File: config.mk
export PLATFORM = sky130hd
export DESIGN_NAME = ysyx_22050078_lsu_mem_ctrl
export DESIGN_NICKNAME = d
export VERILOG_FILES = /design/src/rtl/ysyx_22050078_lsu_pkg.sv /design/src/rtl/ysyx_22050078_lsu_load_align.sv /design/src/rtl/ysyx_22050078_lsu_mem_ctrl.sv
export SDC_FILE = /design/constraint.sdc
export NUM_CORES = 1
export LEC_CHECK = 0
export BUFFER_PORTS_ARGS = -buffer_cell sky130_fd_sc_hd__buf_2
export CAP_MARGIN = 20
export CORE_UTILIZATION = 40
export DETAILED_ROUTE_END_ITERATION = 8
export GPL_TIMING_DRIVEN = 0
export PLACE_DENSITY = 0.66
export SLEW_MARGIN = 15
export SYNTH_ARGS = -nofsm -noshare
export SYNTH_HDL_FRONTEND = slang
export SYNTH_SLANG_ARGS = --single-unit
File: constraint.sdc
create_clock -name i_clk -period 6.6 [get_ports i_clk]
set_input_delay 0.66 -clock i_clk [delete_from_list [all_inputs] [get_ports i_clk]]
set_output_delay 0.66 -clock i_clk [all_outputs]
set_load 0.005 [all_outputs]
File: src/rtl/ysyx_22050078_lsu_pkg.sv
// Shared definitions for the LS-stage memory controller.
//  - funct3 load/store codes
//  - controller state encoding
//  - byte-enable masks and alignment helper, both indexed by access size (funct3[1:0])
package ysyx_22050078_lsu_pkg;

  localparam int LSU_DW = 64;
  localparam int LSU_AW = 64;

  localparam logic [2:0] FUNC_B  = 3'd0;
  localparam logic [2:0] FUNC_H  = 3'd1;
  localparam logic [2:0] FUNC_W  = 3'd2;
  localparam logic [2:0] FUNC_D  = 3'd3;
  localparam logic [2:0] FUNC_BU = 3'd4;
  localparam logic [2:0] FUNC_HU = 3'd5;
  localparam logic [2:0] FUNC_WU = 3'd6;

  typedef enum logic [1:0] {
    ST_IDLE = 2'd0,
    ST_REQ  = 2'd1,
    ST_WAIT = 2'd2,
    ST_DONE = 2'd3
  } lsu_state_e;

  // Byte-enable pattern for an access of 1/2/4/8 bytes starting at lane 0.
  function automatic logic [7:0] size_mask(input logic [1:0] size);
    logic [7:0] m;
    case (size)
      2'd0:    m = 8'h01;
      2'd1:    m = 8'h03;
      2'd2:    m = 8'h0F;
      default: m = 8'hFF;
    endcase
    return m;
  endfunction

  // Natural alignment: the low log2(bytes) address bits must be zero.
  function automatic logic is_aligned(input logic [1:0] size, input logic [2:0] off);
    logic ok;
    case (size)
      2'd0:    ok = 1'b1;
      2'd1:    ok = (off[0] == 1'b0);
      2'd2:    ok = (off[1:0] == 2'b00);
      default: ok = (off == 3'b000);
    endcase
    return ok;
  endfunction

endpackage

File: src/rtl/ysyx_22050078_lsu_load_align.sv
// Load data alignment: selects the addressed bytes out of the aligned
// doubleword and sign- or zero-extends them according to funct3.
// Ports:
//  i_rdata  aligned doubleword returned by memory
//  i_off    byte offset of the access inside the doubleword
//  i_func   RV funct3 of the load
//  o_data   extended load result
module ysyx_22050078_lsu_load_align
  import ysyx_22050078_lsu_pkg::*;
#(
  parameter int DW = 64
) (
  input  logic [DW-1:0] i_rdata,
  input  logic [2:0]    i_off,
  input  logic [2:0]    i_func,
  output logic [DW-1:0] o_data
);

  logic [DW-1:0] shifted;

  assign shifted = i_rdata >> {i_off, 3'b000};

  always_comb begin
    o_data = shifted;
    case (i_func)
      FUNC_B:  o_data = {{(DW-8){shifted[7]}},   shifted[7:0]};
      FUNC_H:  o_data = {{(DW-16){shifted[15]}}, shifted[15:0]};
      FUNC_W:  o_data = {{(DW-32){shifted[31]}}, shifted[31:0]};
      FUNC_BU: o_data = {{(DW-8){1'b0}},         shifted[7:0]};
      FUNC_HU: o_data = {{(DW-16){1'b0}},        shifted[15:0]};
      FUNC_WU: o_data = {{(DW-32){1'b0}},        shifted[31:0]};
      default: o_data = shifted;
    endcase
  end

endmodule

File: src/rtl/ysyx_22050078_lsu_mem_ctrl.sv
// LS-stage data-memory initiator. Takes one load/store from EX/LS, issues it
// on a valid/ready request channel, waits for the response, and produces the
// extended load result for the LS/WB register. Upstream is stalled until the
// access completes.
// Ports:
//  i_clk, i_rst                 clock, async active-high reset
//  i_lsu_*                      instruction from EX/LS (valid, load/store, funct3, addr, wdata)
//  o_lsu_stall/done/misalign    pipeline control and status pulses
//  o_lsu_lsres                  load result, held until the next load completes
//  o_mem_req_*                  request channel (aligned addr, lane-shifted data, byte mask)
//  i_mem_resp_*, o_mem_resp_ready  response channel
//
// state | meaning
// IDLE  | waiting for a memory instruction; accept or flag misalignment
// REQ   | request valid held until memory takes it
// WAIT  | request taken, waiting for read data / write ack
// DONE  | one-cycle completion pulse, pipeline released
module ysyx_22050078_lsu_mem_ctrl
  import ysyx_22050078_lsu_pkg::*;
#(
  parameter int DW = LSU_DW,
  parameter int AW = LSU_AW
) (
  input  logic          i_clk,
  input  logic          i_rst,
  input  logic          i_lsu_req_valid,
  input  logic          i_lsu_lden,
  input  logic          i_lsu_sten,
  input  logic [2:0]    i_lsu_func,
  input  logic [AW-1:0] i_lsu_addr,
  input  logic [DW-1:0] i_lsu_wdata,
  output logic          o_lsu_stall,
  output logic          o_lsu_done,
  output logic          o_lsu_misalign,
  output logic [DW-1:0] o_lsu_lsres,
  output logic          o_mem_req_valid,
  input  logic          i_mem_req_ready,
  output logic          o_mem_req_wen,
  output logic [AW-1:0] o_mem_req_addr,
  output logic [DW-1:0] o_mem_req_wdata,
  output logic [7:0]    o_mem_req_wmask,
  input  logic          i_mem_resp_valid,
  input  logic [DW-1:0] i_mem_resp_rdata,
  output logic          o_mem_resp_ready
);

  lsu_state_e    state_q, state_d;
  logic [AW-1:0] addr_q, addr_d;
  logic [2:0]    func_q, func_d;
  logic [DW-1:0] wdata_q, wdata_d;
  logic          wen_q, wen_d;
  logic [DW-1:0] lsres_q, lsres_d;

  logic          mem_op;
  logic          req_aligned;
  logic          accept;
  logic          misalign;
  logic [2:0]    off_q;
  logic [DW-1:0] load_data;

  assign mem_op      = i_lsu_lden | i_lsu_sten;
  assign req_aligned = is_aligned(i_lsu_func[1:0], i_lsu_addr[2:0]);
  assign accept      = (state_q == ST_IDLE) & i_lsu_req_valid & mem_op & req_aligned;
  assign misalign    = (state_q == ST_IDLE) & i_lsu_req_valid & mem_op & ~req_aligned;
  assign off_q       = addr_q[2:0];

  ysyx_22050078_lsu_load_align #(
    .DW(DW)
  ) u_load_align (
    .i_rdata(i_mem_resp_rdata),
    .i_off  (off_q),
    .i_func (func_q),
    .o_data (load_data)
  );

  // State register
  always_ff @(posedge i_clk or posedge i_rst) begin
    if (i_rst) state_q <= ST_IDLE;
    else       state_q <= state_d;
  end

  // Next state
  always_comb begin
    state_d = state_q;
    case (state_q)
      ST_IDLE: if (accept)           state_d = ST_REQ;
      ST_REQ:  if (i_mem_req_ready)  state_d = ST_WAIT;
      ST_WAIT: if (i_mem_resp_valid) state_d = ST_DONE;
      default:                       state_d = ST_IDLE;
    endcase
  end

  // Outputs; payload is forced to zero outside REQ so the bus is quiet when idle.
  always_comb begin
    o_lsu_stall      = 1'b0;
    o_lsu_done       = 1'b0;
    o_lsu_misalign   = 1'b0;
    o_mem_req_valid  = 1'b0;
    o_mem_req_wen    = 1'b0;
    o_mem_req_addr   = '0;
    o_mem_req_wdata  = '0;
    o_mem_req_wmask  = '0;
    o_mem_resp_ready = 1'b0;
    case (state_q)
      ST_IDLE: begin
        o_lsu_stall    = accept;
        o_lsu_misalign = misalign;
      end
      ST_REQ: begin
        o_lsu_stall     = 1'b1;
        o_mem_req_valid = 1'b1;
        o_mem_req_wen   = wen_q;
        o_mem_req_addr  = {addr_q[AW-1:3], 3'b000};
        o_mem_req_wdata = wdata_q << {off_q, 3'b000};
        o_mem_req_wmask = size_mask(func_q[1:0]) << off_q;
      end
      ST_WAIT: begin
        o_lsu_stall      = 1'b1;
        o_mem_resp_ready = 1'b1;
      end
      default: begin
        o_lsu_done = 1'b1;
      end
    endcase
  end

  assign o_lsu_lsres = lsres_q;

  // Transaction latches and load result
  always_comb begin
    addr_d  = addr_q;
    func_d  = func_q;
    wdata_d = wdata_q;
    wen_d   = wen_q;
    lsres_d = lsres_q;
    if (accept) begin
      addr_d  = i_lsu_addr;
      func_d  = i_lsu_func;
      wdata_d = i_lsu_wdata;
      wen_d   = i_lsu_sten;
    end
    if ((state_q == ST_WAIT) && i_mem_resp_valid && !wen_q) begin
      lsres_d = load_data;
    end
  end

  always_ff @(posedge i_clk or posedge i_rst) begin
    if (i_rst) begin
      addr_q  <= '0;
      func_q  <= '0;
      wdata_q <= '0;
      wen_q   <= 1'b0;
      lsres_q <= '0;
    end else begin
      addr_q  <= addr_d;
      func_q  <= func_d;
      wdata_q <= wdata_d;
      wen_q   <= wen_d;
      lsres_q <= lsres_d;
    end
  end

endmodule
# Word-level counts from Yosys, hierarchy flattened
# Index checks and enable logic that the tools add are counted.
# op_classes
n_addsub	0
multipliers	0
n_div	0
magnitude_cmp	0
n_eq_ne	14
n_shift	3
mux	17
bitwise	7
reduce_logical	12
# op_table
operator	n
64-bit one-hot mux with 6 select lines	1
64-bit 2-to-1 mux	2
64-bit by 6-bit << shifter with 64-bit output	1
64-bit by 6-bit >> shifter with 64-bit output	1
8-bit one-hot mux with 3 select lines	1
8-bit 2-to-1 mux	2
3-bit equality test, second input constant	3
2-bit zero test	4
8-bit by 3-bit << shifter with 8-bit output	1
2-bit by 1-bit equality test with 1-bit output, second input constant	3
2-bit equality test, second input constant	3
3-bit zero test	2
2-bit 2-to-1 mux	3
2-bit != test, second input constant	3
2-bit one-hot mux with 3 select lines	1
1-bit 2-to-1 mux	5
1-bit bitwise AND	4
3-bit by 1-bit equality test with 1-bit output, second input constant	1
3-bit by 2-bit equality test with 1-bit output, second input constant	1
1-bit one-hot mux with 3 select lines	1
3-bit AND reduction	1
3-bit OR reduction	1
1-bit logical AND	2
1-bit NOT	2
other kinds (4)	4
# word_totals
reg_bits	198
latch_bits	0
ram_bits	0
romBits	0
inputBits	202
output_inout_bits	206
word_cells	59
memories	0

# Depth between registers and ports, before layout
# Gate-level depths: netlist (run 1).
# logic_depth
ltp_word	6
mapped_depth	9
ltp_nobuf	7

# Cells and area by module
# From an unflattened synthesis (run 1), not the netlist that was laid out.
# unflattened
cells_unflattened	1072
hier_area_um2	12380.6
# modules_own_cells
module	n_inst	cells_each	area_per_inst_um2	seq_area_each_um2
ysyx_22050078_lsu_mem_ctrl	1	779	10042.1	4954.8
ysyx_22050078_lsu_load_align	1	293	2338.5	0.0

# Least setup slack after synthesis (run 1)
# Ideal clock, no wire load.
# synth_path
kind	flip-flop to output port
start	register addr_q[1]
end	output port o_mem_req_wdata[60]
t_arrival_ns	1.679
t_required_ns	5.940
slack_ns	4.261
path_stages_with_launch	9
path_buffers	5
cell_sequence	dfrtp_1 -> buf_4 -> buf_6 -> buf_6 -> buf_4 -> clkbuf_1 -> mux4_2 -> mux2i_1 -> nor2_1
# synth_via
elab_chain_len	2
# synth_lines
element	line	text
from (decl)	ysyx_22050078_lsu_mem_ctrl.sv:48	logic [AW-1:0] addr_q, addr_d;
from (signal assigned)	ysyx_22050078_lsu_mem_ctrl.sv:155	addr_q <= addr_d;
64-bit by 6-bit << shifter with 64-bit output	ysyx_22050078_lsu_mem_ctrl.sv:114	o_mem_req_wdata = wdata_q << {off_q, 3'b000};
64-bit 2-to-1 mux	ysyx_22050078_lsu_mem_ctrl.sv:104	case (state_q)
to (decl)	ysyx_22050078_lsu_mem_ctrl.sv:40	output logic [DW-1:0] o_mem_req_wdata,
# No other way between the ends.

# Worst setup path after layout (run 1)
# layout_path
start	register state_q[1]
end	output port o_mem_req_wmask[2]
# layout_via
elab_chain_len	2
# layout_lines
element	line	text
from (decl)	ysyx_22050078_lsu_mem_ctrl.sv:47	lsu_state_e state_q, state_d;
from (signal assigned)	ysyx_22050078_lsu_mem_ctrl.sv:79	else state_q <= state_d;
2-bit by 1-bit equality test with 1-bit output	ysyx_22050078_lsu_mem_ctrl.sv:104	
8-bit 2-to-1 mux	ysyx_22050078_lsu_mem_ctrl.sv:104	
to (decl)	ysyx_22050078_lsu_mem_ctrl.sv:41	output logic [7:0] o_mem_req_wmask,
# No other way between the ends.

==> results by group, run 1 <==
Synth
  • Yosys top cell area share: 0.418
  • Fraction of registers with async set/reset: 1.00
  • Synth area leaders: dfrtp_1, mux2_2, mux4_2
  • Yosys Warn Count: 0
  • Post-synth EDFFs: 0
  • Main synth FF type: dfrtp_1
  • Cell Area, Synth: 11900 µm²
  • Library cells used by synthesis: 52
  • Yosys top cell by area: dfrtp_1
  • Sequential area share after synthesis: 0.418
  • Avg Synthesized Cell Area: 10.9 µm²
  • FF+latch count, synth: 198
  • Cells after Synth: 1089

Pwr
  • Leakage: 7.20 nW
  • Peak supply drop: 0.216 mV
  • Power Dens Cells: 504 nW/µm²
  • Total power: 7.57 mW

Finish
  • Area of the multi-input gates: 6370 µm²
  • Final net count: 1721
  • Fraction of layout cells with a size suffix above 1: 0.461
  • Final Core Density: 0.519
  • Fillers: 2712
  • Reg area: 4950 µm²
  • Area grow syn2layout: 26.6%

GRT
  • First-pass GRT wire length: 68.1 mm
  • GRT Total Usage: 0.302
  • Initial antenna violation count: 9
  • Total gr overflow: 0
  • Pin count of the biggest net entering global routing: 105
  • GR Layer Usage met3: 0.0879
  • GRT Max-Usage Layer: met2
  • Grt met2 use: 0.486
  • Number of global-route vias before repair: 11200
  • Global Route met1 Usage: 0.377

STA
  • RSZ-0062 raised after global routing: no
  • # setup viols final: 0
  • Final Hold Viols: 0
  • FMAX: 0.246 GHz
  • Worst Slack Setup Final: 2540 ps
  • Slew HR: 0.435
  • Tcrit/Tclk final: 0.615
  • Max Slew Vio Count: 0
  • Setup TNS: 0 ps
  • Skew final: 15.5 ps
  • Final min period: 4060 ps
  • Hold WS: 306 ps
  • Slew @ Worst Pin: 844 ps

Drt
  • DR DRC count: 0
  • Final wirelength: 46.1 mm
  • Initial DRC count: 1059
  • Final ANT Viol Nets: 0
  • Vias post-DR: 11000
  • DR vias/cell: 5.76
  • Pre-antenna DRT Iters: 6
  • Routed len/inst: 24.1 µm

Place
  • DP Wirelength: 35.0 mm
  • Routability cong.: 0.965
  • Placement Setup Slack: 3020 ps
  • Port bufs: 404

Critical path
  • Critical R2R Launch: state_q[0]
  • FF-to-FF End: addr_q[2]
  • Required time worst endpoint: 5940 ps
  • Arr. time, crit path: 3400 ps
  • Critical path buffers and inverters: 4
  • CP peak stage delay: 620 ps
  • Critical path peak fanout: 10
  • R2R Setup Slk: 3990 ps
  • Crit-path cells: inv_1 > ha_1 > inv_2 > nor2_1 > clkbuf_1 > nand2_1 > a21oi_1 > buf_2
  • CP Capture Type: primary output
  • WS Path Type: reg -> out
  • CP delay by family, top: buffers and inverters
  • Slowest CP cell: nor2_1
  • R2R depth: 7
  • Worst Setup Start Kind: register

Clock network
  • Worst-skew pair later-pin latency: 450 ps
  • CTS H-Tree Depth: 4
  • Hold Buf Count CTS: 0
  • Post-cts sizing count: 0
  • Clk sink count: 198
  • # Post-CTS Setup Buffers: 0
  • Clock Tree Buf Depth: 2
  • Clock transition at path regs: 90 ps
  • TritonCTS clock tree: done
  • Root buffer cell: clkbuf_16
  • CTS buffer count: 17

Outcome
  • Status: complete, no violations

Floorplanning
  • Die area: 30300 µm²
  • Starting Density: 0.410
  • Rows: 62
  • IO Pins: 408
  • Chip Width: 174 µm
  • Die Y: 174 µm
  • Core box area: 28900 µm²

Flow run
  • Maximum Capacitance Violations: 0

Min path
  • Hold Path Class: in -> async
layout by cell type, fill, tap and decap left out, types with 10 or more instances in the layout:
cell / n
nand2_1: 41
o21ai_1: 10
clkbuf_16: 17
dfrtp_1: 198
clkbuf_1: 40
a21oi_1: 102
nor2b_1: 16
buf_4: 14
a211oi_1: 10
mux2_2: 151
nor2_1: 117
mux2i_1: 71
buf_2: 434
and2_1: 87
mux4_2: 49
o21ai_0: 31
a31oi_1: 18
Yosys cell counts, types with 18 or more instances:
cell        n
mux4_2     49
dfrtp_1   198
o21ai_0    31
clkbuf_1   40
mux2_2    151
buf_2      30
mux2i_1    71
nand2_1    41
nor2_1    117
a21oi_1   102
a31oi_1    18
and2_1     87
layout make-up:
type | count | share of cell area
Sequential cell | 198 | 0.330
Timing Repair Buffer | 405 | 0.136
Buffer | 94 | 0.0335
Clock buffer | 19 | 0.0302
Antenna cell | 5 | 0.000833
Inverter | 11 | 0.00325
Clock inverter | 13 | 0.00983
Multi-Input combinational cell | 788 | 0.424
Tap cell | 384 | 0.0320
flip-flops by register name (all words and copies together), names as in the netlist:
signal	flops
wdata_q	64
wen_q	1
addr_q	64
state_q	2
func_q	3
o_lsu_lsres	64
worst max path at each step:
stage,start,endpoint,depth (start not counted)
final,state_q[1],o_mem_req_wmask[2],8
after global routing,state_q[1],o_mem_req_wmask[2],8
after CTS,state_q[1],o_mem_req_wmask[2],8
after detailed placement,state_q[1],o_mem_req_wmask[2],8
after global placement,i_rst,wdata_q[43],2
after floorplan,i_rst,addr_q[0],1
power breakdown:
part	switching (mW)	internal [mW]	leakage (nW)	total [mW]
registers	0.465	1.83	2.34	2.29
logic	2.25	1.94	4.57	4.19
clock network	0.553	0.529	0.290	1.08
total	3.27	4.30	7.20	7.57
cells by family (layout without fill, tap and decap cells):
kind of cell / after synthesis / count (layout) / synth area share
AND/OR/NAND/NOR: 285 / 285 / 0.119
adder cells (fa/ha/maj): 4 / 4 / 0.00422
AO/OA/AOI/OAI: 221 / 221 / 0.112
multiplexers: 275 / 275 / 0.301
buffers and inverters: 105 / 542 / 0.0459
other: 1 / 8 / 0.000316
flip-flops: 198 / 198 / 0.418
routing by layer:
| layer | share of wire | up-vias |
|---|---|---|
| met1 | 0.39 | 5465 |
| met2 | 0.47 | 681 |
| li1 | - | 4769 |
| met4 | 0.040 | 6 |
| met5 | 0.0010 | - |
| met3 | 0.095 | 123 |
per-stage QoR:
step	instances	instance area (µm²)
floorplan	1091	11900
global placement	1879	14400
detailed placement	1880	14400
CTS	1912	15000
global route	1914	15000
finish	1917	15000
Power figures use the tool's default switching activity.
==> run 2: changes to the inputs <==
- ABC_AREA: not set -> 1
- clock period: 6.6 -> 3.9 ns (I/O delays scaled with it)
==> run 2 against run 1 <==
  * Design area fell by 0.11%
  * Largest power group unchanged
  * Clock power increased by 87%
  * Combinational power up 69%
  * Wire length increased by 14%
  * Global-route usage is 4.7 points higher
  * Setup slack worse by 2000 ps
==> results by group, run 2 <==
Outcome
  • Status: complete, no violations (unchanged)

Critical path
  • Arr. time, crit path: 2980 ps (was 3400 ps)
  • Worst Setup Start Kind: register (unchanged)
  • WS Path Type: reg -> out (unchanged)
  • Critical path peak fanout: 10 (unchanged)
  • CP Capture Type: primary output (unchanged)
  • Required time worst endpoint: 3510 ps (was 5940 ps)
  • R2R depth: 8 (was 7)

STA
  • Final min period: 3370 ps
  • Final Hold Viols: 0 (unchanged)
  • RSZ-0062 raised after global routing: no (unchanged)
  • # setup viols final: 0 (unchanged)
  • Slew HR: 0.485 (was 0.435)
  • Slew @ Worst Pin: 772 ps (was 844 ps)
  • Setup TNS: 0 ps (unchanged)
  • Max Slew Vio Count: 0 (unchanged)
  • Hold WS: 112 ps (was 306 ps)
  • FMAX: 0.297 GHz
  • Tcrit/Tclk final: 0.864
  • Skew final: 10.4 ps (was 15.5 ps)

Floorplanning
  • Chip Width: 173 µm (was 174 µm)
  • Die area: 29900 µm² (was 30300 µm²)
  • Die Y: 173 µm (was 174 µm)
  • IO Pins: 408 (unchanged)
  • Rows: 62 (unchanged)
  • Starting Density: 0.407 (was 0.410)
  • Core box area: 28700 µm² (was 28900 µm²)

GRT
  • Number of global-route vias before repair: 13200 (was 11200)
  • Initial antenna violation count: 5 (was 9)
  • Total gr overflow: 0 (unchanged)
  • GRT Total Usage: 0.349 (was 0.302)
  • Pin count of the biggest net entering global routing: 38 (was 105)
  • First-pass GRT wire length: 78.1 mm (was 68.1 mm)

Synth
  • Sequential area share after synthesis: 0.424 (was 0.418)
  • Synth Area in Simple Gates: 0.355 (was 0.119)
  • Fraction of registers with async set/reset: 1.00 (unchanged)
  • Yosys Warn Count: 0 (unchanged)
  • Library cells used by synthesis: 29 (was 52)
  • Yosys top cell area share: 0.424 (was 0.418)
  • Main synth FF type: dfrtp_1 (unchanged)
  • Avg Synthesized Cell Area: 6.57 µm² (was 10.9 µm²)
  • Synth top cells by count: nand2_1, nor2_1, dfrtp_1 (was dfrtp_1, mux2_2, nor2_1)
  • XOR/XNOR Fraction of Synth Area: 0 (unchanged)
  • Complex-gate fraction of the synthesized area: 0.111 (was 0.112)
  • Area share of fa/ha/maj cells after synthesis: 0.00428 (was 0.00422)
  • Yosys top cell by area: dfrtp_1 (unchanged)
  • Main combinational cell family by area after synthesis: simple AND/OR/NAND/NOR gates (was multiplexers)
  • FF+latch count, synth: 198 (unchanged)
  • Cells after Synth: 1780 (was 1089)
  • Count leader, synth: nand2_1 (was dfrtp_1)
  • Post-synth EDFFs: 0 (unchanged)
  • Mux share of post-synthesis cell area: 0.0154 (was 0.301)
  • Cell Area, Synth: 11700 µm² (was 11900 µm²)
  • Synth area leaders: dfrtp_1, nand2_1, nor2_1 (was dfrtp_1, mux2_2, mux4_2)

Finish
  • Final net count: 2418 (was 1721)
  • Commonest non-fill, non-tap cell in the layout: nand2_1 (was buf_2)
  • Fillers: 3037 (was 2712)
  • Fraction of layout cells with a size suffix above 1: 0.227 (was 0.461)
  • Area grow syn2layout: 28.4% (was 26.6%)
  • Commonest non-fill, non-tap cells in the layout: nand2_1, buf_2, nor2_1 (was buf_2, dfrtp_1, mux2_2)

Clock network
  • Worst-skew pair later-pin latency: 460 ps (was 450 ps)
  • CTS H-Tree Depth: 4 (unchanged)
  • Clock Tree Buf Depth: 2 (unchanged)
  • Clk sink count: 198 (unchanged)
  • # Post-CTS Setup Buffers: 0 (unchanged)
  • TritonCTS clock tree: done (unchanged)
  • Hold Buf Count CTS: 1 (was 0)
  • Root buffer cell: clkbuf_16 (unchanged)
  • Clock transition at path regs: 90 ps (about the same)
  • Post-cts sizing count: 0 (unchanged)
  • CTS buffer count: 17 (unchanged)

Drt
  • DR DRC count: 0 (unchanged)
  • Final ANT Viol Nets: 0 (unchanged)
  • Vias post-DR: 13500 (was 11000)
  • DR vias/cell: 5.18 (was 5.76)
  • Pre-antenna DRT Iters: 6 (unchanged)
  • Routed len/inst: 20.1 µm (was 24.1 µm)
  • Initial DRC count: 1218 (was 1059)
  • Final wirelength: 52.6 mm (was 46.1 mm)

Place
  • DP Wirelength: 42.7 mm (was 35.0 mm)
  • Routability cong.: 1.01 (was 0.965)
  • Port bufs: 404 (unchanged)

Min path
  • Hold Path Depth: 3
  • Hold Path Class: in -> reg (was in -> async)

Pwr
  • Power Dens Cells: 856 nW/µm² (was 504 nW/µm²)
  • Leakage: 8.50 nW (was 7.20 nW)
  • Peak supply drop: 0.334 mV (was 0.216 mV)

Flow run
  • Maximum Capacitance Violations: 0 (unchanged)
run 2: cell count changes after synthesis, moves of 93 or more:
cell and delta:
mux2_2 -151, o21ai_0 +102, inv_1 +119, nor2_1 +93, nand2_1 +705, nand3_1 +99
run 2: critical path, cell delays in order (launching register included):
cell     delay [ps]
dfrtp_1         410
inv_1           100
ha_1            210
buf_2           330
inv_1           170
nor2_2          210
buf_1           490
nand2_1         130
o22ai_1         280
buf_2           180
run 2: where the power goes:
group          internal, mW  switching (mW)  total (mW)
Combinational          2.33            4.76        7.09
Clock                  1.02            1.01        2.02
Sequential             3.05           0.687        3.74
run 2: per-layer routing:
layer  GRT usage  vias to the layer above  wire (µm)
li1            -                     6419          -
met1       0.443                     6387      21600
met2       0.590                      620      25300
met3      0.0427                      115       3270
met4       0.171                        0       2340
met5           0                        -          0
run 2: cell families (layout without fill, tap and decap cells):
| family | Yosys count | after routing |
|---|---|---|
| and+or+nand+nor | 1064 | 1064 |
| other | 1 | 8 |
| AOI/OAI and AO/OA | 241 | 241 |
| buffers and inverters | 254 | 697 |
| muxes | 18 | 18 |
| DFF | 198 | 198 |
| adders and majority gates | 4 | 4 |
run 2: stage by stage:
stage                     power, mW  utilization  instances  worst slack (ps)  cell area [µm²]
after global placement         10.7        0.495       2570              -363            14200
final                          12.8        0.523       2614               530            15000
after global routing           13.7        0.523       2613               426            15000
after CTS                      12.8        0.522       2609               494            15000
after detailed placement       10.7        0.499       2576              1010            14300
after floorplan                7.70            -       1782               950            11700
run 2: area by class of cell:
type,instances,area (µm²),area share
multi-input cells,1330,5680,0.379
flip-flops and latches,198,4950,0.330
repair buffers,411,2150,0.143
plain buffers,120,556,0.0370
inverters,134,507,0.0338
well taps,384,480,0.0320
clock buffers,17,425,0.0284
clock inverters,15,234,0.0156
diodes,5,12.5,0.000834
run 2: final timing paths:
kind / from / to / slack, ps
worst max-delay path: state_q[1] / o_mem_req_wdata[34] / 530
min in group asynchronous: i_rst / wdata_q[39] / 450
worst min-delay path: i_lsu_addr[42] / addr_q[42] / 110
worst min register to register: addr_q[18] / addr_q[18] / 480
worst max register to register: state_q[0] / o_lsu_lsres[5] / 1400
max in group asynchronous: i_rst / o_lsu_lsres[15] / 2250
